**src/rtl/mul_pkg.sv**
```systemverilog
// Shared types and constants for the sequential multiplier: state encoding,
// operand width, iteration count and operand magnitude helper.
package mul_pkg;

  localparam int MUL_W = 16;

  typedef enum logic [1:0] {
    IDLE = 2'd0,
    RUN  = 2'd1,
    NEG  = 2'd2,
    DONE = 2'd3
  } mul_state_t;

  // Number of RUN cycles needed to retire all multiplier bits.
  function automatic int iter_count(input int step);
    return MUL_W / step;
  endfunction

  // Two's-complement magnitude; the most negative value maps to 0x8000 exactly.
  function automatic logic [MUL_W-1:0] magnitude(input logic [MUL_W-1:0] v,
                                                 input logic             is_signed);
    return (is_signed && v[MUL_W-1]) ? (~v + MUL_W'(1)) : v;
  endfunction

endpackage

```
**src/rtl/mul_seq_ctrl_if.sv**
```systemverilog
// Operand/result handshake bundle between the CPU execute stage (master)
// and the multiply sequencer (slave).
interface mul_seq_ctrl_if;
  import mul_pkg::*;

  // Both channels use valid/ready: a transfer happens on a rising edge where
  // valid & ready are high and flush is low; valid holds its payload until then.
  logic             in_valid;
  logic             in_ready;
  logic [MUL_W-1:0] op_a;
  logic [MUL_W-1:0] op_b;
  logic             op_signed;
  logic             flush;
  logic             busy;
  logic             out_valid;
  logic             out_ready;
  logic [MUL_W-1:0] prod_lo;
  logic [MUL_W-1:0] prod_hi;

  modport master (
    output in_valid, op_a, op_b, op_signed, flush, out_ready,
    input  in_ready, busy, out_valid, prod_lo, prod_hi
  );

  modport slave (
    input  in_valid, op_a, op_b, op_signed, flush, out_ready,
    output in_ready, busy, out_valid, prod_lo, prod_hi
  );

endinterface

```
**src/rtl/mul_step.sv**
```systemverilog
// One shift-and-add iteration: adds multiplicand x STEP multiplier bits into
// the upper accumulator half, then shifts {carry, acc} right by STEP.
module mul_step
  import mul_pkg::*;
#(
  parameter int STEP = 1
) (
  input  logic [2*MUL_W-1:0] acc,
  input  logic [MUL_W-1:0]   mcand,
  input  logic [STEP-1:0]    bits,
  output logic [2*MUL_W-1:0] acc_next
);

  localparam int SUM_W = MUL_W + STEP;

  logic [SUM_W-1:0]         partial;
  logic [SUM_W-1:0]         sum;
  logic [2*MUL_W+STEP-1:0]  wide;

  // (2^16-1)*(2^STEP-1) + (2^16-1) < 2^(16+STEP), so SUM_W holds the carry.
  always_comb begin
    partial  = SUM_W'(mcand) * SUM_W'(bits);
    sum      = partial + SUM_W'(acc[2*MUL_W-1:MUL_W]);
    wide     = {sum, acc[MUL_W-1:0]};
    acc_next = wide[STEP +: 2*MUL_W];
  end

endmodule

```
**src/rtl/mul_seq_ctrl.sv**
```systemverilog
// Multi-cycle 16x16 multiply sequencer: magnitudes are multiplied STEP bits per
// cycle, and signed results are corrected in one fixed NEG cycle.
module mul_seq_ctrl
  import mul_pkg::*;
#(
  parameter int STEP = 1
) (
  input  logic          clk,
  input  logic          rst_n,
  mul_seq_ctrl_if.slave bus,
  output mul_state_t    dbg_state
);

  localparam int N     = iter_count(STEP);
  localparam int CNT_W = 5;

  if (!(STEP == 1 || STEP == 2 || STEP == 4 || STEP == 8 || STEP == 16)) begin : g_bad_step
    $error("mul_seq_ctrl: STEP must be 1, 2, 4, 8 or 16");
  end

  mul_state_t         state;
  logic [MUL_W-1:0]   mcand_reg;
  logic [MUL_W-1:0]   mplier_reg;
  logic               signed_reg;
  logic               neg_flag;
  logic [2*MUL_W-1:0] acc;
  logic [2*MUL_W-1:0] acc_step;
  logic [2*MUL_W-1:0] acc_neg;
  logic [CNT_W-1:0]   count;
  logic [MUL_W-1:0]   prod_lo_reg;
  logic [MUL_W-1:0]   prod_hi_reg;
  logic               last_iter;

  mul_step #(.STEP(STEP)) u_step (
    .acc      (acc),
    .mcand    (mcand_reg),
    .bits     (mplier_reg[STEP-1:0]),
    .acc_next (acc_step)
  );

  assign acc_neg   = ~acc + (2*MUL_W)'(1);
  assign last_iter = (count == CNT_W'(N - 1));

  // Product outputs have their own registers so clearing acc on accept does
  // not disturb the result still visible from the previous multiply.
  always_ff @(posedge clk or negedge rst_n) begin
    if (!rst_n) begin
      state       <= IDLE;
      mcand_reg   <= '0;
      mplier_reg  <= '0;
      signed_reg  <= 1'b0;
      neg_flag    <= 1'b0;
      acc         <= '0;
      count       <= '0;
      prod_lo_reg <= '0;
      prod_hi_reg <= '0;
    end else if (bus.flush) begin
      state <= IDLE;
    end else begin
      case (state)
        IDLE: begin
          if (bus.in_valid) begin
            mcand_reg  <= magnitude(bus.op_a, bus.op_signed);
            mplier_reg <= magnitude(bus.op_b, bus.op_signed);
            signed_reg <= bus.op_signed;
            neg_flag   <= bus.op_signed & (bus.op_a[MUL_W-1] ^ bus.op_b[MUL_W-1]);
            acc        <= '0;
            count      <= '0;
            state      <= RUN;
          end
        end
        RUN: begin
          acc         <= acc_step;
          prod_hi_reg <= acc_step[2*MUL_W-1:MUL_W];
          prod_lo_reg <= acc_step[MUL_W-1:0];
          mplier_reg  <= mplier_reg >> STEP;
          count       <= count + CNT_W'(1);
          if (last_iter) begin
            state <= signed_reg ? NEG : DONE;
          end
        end
        NEG: begin
          // Taken for every signed multiply so latency does not depend on data.
          if (neg_flag) begin
            acc         <= acc_neg;
            prod_hi_reg <= acc_neg[2*MUL_W-1:MUL_W];
            prod_lo_reg <= acc_neg[MUL_W-1:0];
          end
          state <= DONE;
        end
        DONE: begin
          if (bus.out_ready) begin
            state <= IDLE;
          end
        end
        default: state <= IDLE;
      endcase
    end
  end

  assign bus.in_ready  = (state == IDLE) & ~bus.flush;
  assign bus.busy      = (state == RUN) | (state == NEG);
  assign bus.out_valid = (state == DONE);
  assign bus.prod_lo   = prod_lo_reg;
  assign bus.prod_hi   = prod_hi_reg;
  assign dbg_state     = state;

endmodule

```
**src/flat_wrapper.sv**
```systemverilog
// flat-port wrapper written by rule: the top's interface ports become plain ports
module mul_seq_ctrl_flat import mul_pkg::*;
#(
  parameter int STEP = 1
)
  (clk, rst_n, dbg_state, bus_in_valid, bus_op_a, bus_op_b, bus_op_signed, bus_flush, bus_out_ready, bus_in_ready, bus_busy, bus_out_valid, bus_prod_lo, bus_prod_hi);
  mul_seq_ctrl_if bus_i ();
  input  logic clk;
  input  logic rst_n;
  output mul_state_t dbg_state;
  input wire logic [$bits(bus_i.in_valid)-1:0] bus_in_valid;
  input wire logic [$bits(bus_i.op_a)-1:0] bus_op_a;
  input wire logic [$bits(bus_i.op_b)-1:0] bus_op_b;
  input wire logic [$bits(bus_i.op_signed)-1:0] bus_op_signed;
  input wire logic [$bits(bus_i.flush)-1:0] bus_flush;
  input wire logic [$bits(bus_i.out_ready)-1:0] bus_out_ready;
  output wire logic [$bits(bus_i.in_ready)-1:0] bus_in_ready;
  output wire logic [$bits(bus_i.busy)-1:0] bus_busy;
  output wire logic [$bits(bus_i.out_valid)-1:0] bus_out_valid;
  output wire logic [$bits(bus_i.prod_lo)-1:0] bus_prod_lo;
  output wire logic [$bits(bus_i.prod_hi)-1:0] bus_prod_hi;
  assign bus_i.in_valid = bus_in_valid;
  assign bus_i.op_a = bus_op_a;
  assign bus_i.op_b = bus_op_b;
  assign bus_i.op_signed = bus_op_signed;
  assign bus_i.flush = bus_flush;
  assign bus_i.out_ready = bus_out_ready;
  assign bus_in_ready = bus_i.in_ready;
  assign bus_busy = bus_i.busy;
  assign bus_out_valid = bus_i.out_valid;
  assign bus_prod_lo = bus_i.prod_lo;
  assign bus_prod_hi = bus_i.prod_hi;
  mul_seq_ctrl #(.STEP(STEP)) u_core (.clk(clk), .rst_n(rst_n), .bus(bus_i), .dbg_state(dbg_state));
endmodule
```
**config.mk**
```make
export PLATFORM = sky130hd
export DESIGN_NAME = mul_seq_ctrl_flat
export DESIGN_NICKNAME = d
export VERILOG_FILES = /design/src/rtl/mul_pkg.sv /design/src/rtl/mul_seq_ctrl_if.sv /design/src/rtl/mul_step.sv /design/src/rtl/mul_seq_ctrl.sv /design/src/flat_wrapper.sv
export SDC_FILE = /design/constraint.sdc
export NUM_CORES = 1
export LEC_CHECK = 0
export ABC_AREA = 1
export BUFFER_PORTS_ARGS = -buffer_cell sky130_fd_sc_hd__buf_2
export CORE_ASPECT_RATIO = 0.7
export CORE_MARGIN = 1
export CORE_UTILIZATION = 31
export CTS_CLUSTER_SIZE = 14
export DETAILED_ROUTE_END_ITERATION = 8
export PLACE_DENSITY = 0.47
export SYNTH_ARGS = -nofsm -noshare
export SYNTH_HDL_FRONTEND = slang
export SYNTH_SLANG_ARGS = --single-unit
```
**constraint.sdc**
```tcl
create_clock -name clk -period 2.56 [get_ports clk]
set_input_delay 0.128 -clock clk [delete_from_list [all_inputs] [get_ports clk]]
set_output_delay 0.128 -clock clk [all_outputs]
set_load 0.005 [all_outputs]
```
==> impl_results.md <==
- Status: finished clean
- Vias per cell: roughly 4.8
- Worst-Margin Slew: about 0.55 ns
- Leak pwr: 4.76 nW
- Most flops, register: u_core.acc
- Max reg flops: 32
- Mapped Nets: between 1,000 and 1,500
- GR met2 Demand/Resource: 0.250
- Hold endpoint: u_core.mcand_reg[12]
- Clk Latency, worst-skew pair: 0.37 ns
- Final worst path period share: 0.865
- Most frequent cell after synthesis: nand2_1
- Crit path arrival time: between 2 and 2.5 ns
- Yosys reg bits: 105
- Sink Count: 105
- R2R cell count: 14
- Initial antenna violation count: 0
- Reg-to-reg setup timing slack: 0.35 ns
- Mapped Area: 7580 um^2
- Top cell type's share of synthesized area: 0.346
- CTS tree: done
- Dominant cell type by area after synthesis: dfrtp_1
- N_diodes: 0
- Routed WL: about 24,000 um
- DR WL/cell: 15.7 um
- Routed via count: roughly 7,400
- CP Class: reg2reg
- Fin nets: 1,284
- Vias in the first global route: 6,835
- Post-synth EDFFs: 0
- Met1 usage: 0.343
- Max FO, Critical Path: 9
- Die area: 25,100 um^2
- Ranking of synthesized cells by area: dfrtp_1, nand2_1, inv_1
- P per Cell Area: 1210 nW/um^2
- Buf/Inv on CP: 3
- Tot GR Track Use: 0.201
- DR iter-0 viols: around 520
- Placed cell count: 1,525
- Syn Area/Cell: 6.60 um^2
- Max VDD drop: 536 uV
- Worst r2r src: u_core.mplier_reg[0]
- GPL Wtd Cong: approximately 0.9
- CTS resizes: 0
- Final Setup Violations: 0
- Maximum root-to-sink buffer count: 2
- RSZ-0062 raised after global routing: no
- Hold Vio Cnt, Final: 0
- Area Growth Syn to Fin: 13.8%
- Io pins: 75
- Worst path max stage delay: 0.46 ns
- Critical Path, Cell by Cell: buf_4 -> nand2_1 -> inv_1 -> ha_1 -> nand2_1 -> inv_1 -> a21oi_1 -> nor3_1 -> nor2_1 -> nand2_1 -> nand2_1 -> nand2_1 -> nand2_1 -> nand2_1
- H-tree levels: 3
- Post-route DRC violation count: 0
- Dpl hpwl: 18,300 um
- Worst hold stages: 3
- Top FF cell, synth: dfrtp_1
- Hold path startpoint: bus_op_a[12]
- Fin cells: around 1,500
- Cells after Synth: 1,149
- Fill count: 2,647
- Worst hold path class: in2reg
- Req. time, crit path: 2.82 ns
- Max Cap Viol: 0
- Clk slew on worst S/H paths: about 0.080 ns
- Die width: about 190 um
- Sequential area share after synthesis: 0.346
- CTS Buf Count: 9
- Max Fclk: roughly 0.45 GHz
- GR Layer Usage met3: 0.0358
- Fraction of layout cells with a size suffix above 1: 0.123
- Worst reg2reg path endpoint: u_core.bus.prod_hi[15]
- DRT antenna net count: 0
- CTS root buf: clkbuf_16
- Pre-antenna DRT Iters: 5
- Top Family by Delay on Critical Path: simple AND/OR/NAND/NOR gates
- Core area: about 24,000 um^2
- PortBufs: 74
- Clk_skew: 0.0116 ns
- Largest net degree at the start of global routing: 42
- Rel. slew slack: 0.633
- Yosys warning count: 0
- Most frequent cells after synthesis: nand2_1, inv_1, nor2_1
- Most Crowded Layer GR: met1
- Wire length of the first global-routing pass: between 30,000 and 40,000 um
- Total negative slack: 0 ns
- Startpoint types: flop
- Final Max Tran Viols: 0
- Share of synthesized registers carrying an async set or reset: 1.00
- Die height: about 130 um
- Initial Util: 0.318
- Slowest stage cell, crit path: dfrtp_1
- Netlist cell types: 50
- Post-cts hold buffer count: 1
- GRT overflow: 0
- Post-CTS Setup Inserts: 0
- Clock period minus worst slack: 2.21 ns
- Cell mode on critical path: nand2_1
- Rows: 47
- CP Capture Type: flop
metal layers:
layer | part of all wire | up-vias
li1 | - | 3817
met1 | 0.58 | 3363
met2 | 0.36 | 186
met3 | 0.055 | 12
met4 | 0.0082 | 0
met5 | 0 | -
tightest hold or removal path, cell delays in order:
cell and delay (ns):
buf_2 0.12, a21oi_1 0.05, o21ai_1 0.12
stage by stage:
stage	instance area [um^2]	power, mW	hold WS, ns	util	worst slack [ns]
after floorplan	7580	7.06	-0.168	-	0.403
after global placement	8330	8.96	0.139	0.350	0.368
after detailed placement	8330	8.97	0.147	0.350	0.374
after CTS	8630	10.4	0.0578	0.362	0.348
after global routing	8630	11.5	0.0903	0.362	0.113
final	8630	10.4	0.0826	0.362	0.346
final cells by class:
| type | count | area [um^2] | area share |
|---|---|---|---|
| clock buffer | 10 | 239 | 0.0277 |
| clock inverter | 6 | 50.0 | 0.00580 |
| inverter | 144 | 543 | 0.0629 |
| multi-input combinational | 866 | 4230 | 0.490 |
| sequential | 105 | 2630 | 0.305 |
| tap | 318 | 398 | 0.0461 |
| timing repair buffer | 93 | 543 | 0.0629 |
kinds of logic after synthesis:
group                      count (synthesis)  share of synthesized area
buffers and inverters                    178                     0.0960
xor gates and xnor gates                  17                     0.0196
AOI/OAI and AO/OA                        167                      0.123
adders and majority gates                 27                     0.0455
and+or+nand+nor                          655                      0.369
DFF                                      105                      0.346
report_power, final:
group / leakage, nW / switching [mW] / internal, mW
clock network: 0.136 / 0.708 / 0.699
logic: 3.27 / 4.00 / 2.17
registers: 1.35 / 0.549 / 2.29
worst max-delay path by stage:
stage,slack (ns),cells after the start,from,end
3_5_place_dp,0.37,14,u_core.mplier_reg[0],u_core.bus.prod_hi[12]
3_3_place_gp,0.37,14,u_core.mplier_reg[0],u_core.bus.prod_hi[15]
5_1_grt,0.11,13,u_core.mplier_reg[0],u_core.acc[27]
6_report,0.35,14,u_core.mplier_reg[0],u_core.bus.prod_hi[15]
2_1_floorplan,0.40,13,u_core.mplier_reg[0],u_core.acc[22]
4_1_cts,0.35,14,u_core.mplier_reg[0],u_core.bus.prod_hi[15]
cells in the final DEF (no fill, tap or decap), drive strengths merged:
cell,count
nor3b,1
o221ai,3
clkinvlp,2
or2,6
fa,1
dfrtp,105
dlygate4sd3,1
o21ai,79
nand3,92
buf,92
nor4,2
inv,144
nand3b,7
a22oi,1
ha,26
nor3,15
xnor2,4
clkinv,4
clkbuf,10
and2,1
nor2,130
nand4,17
nor2b,1
o22ai,7
a211oi,2
nand2,383
xor2,13
a21oi,61
a2bb2oi,1
o211ai,2
o21bai,1
o31ai,2
a31oi,8
Power figures use the tool's default switching activity.
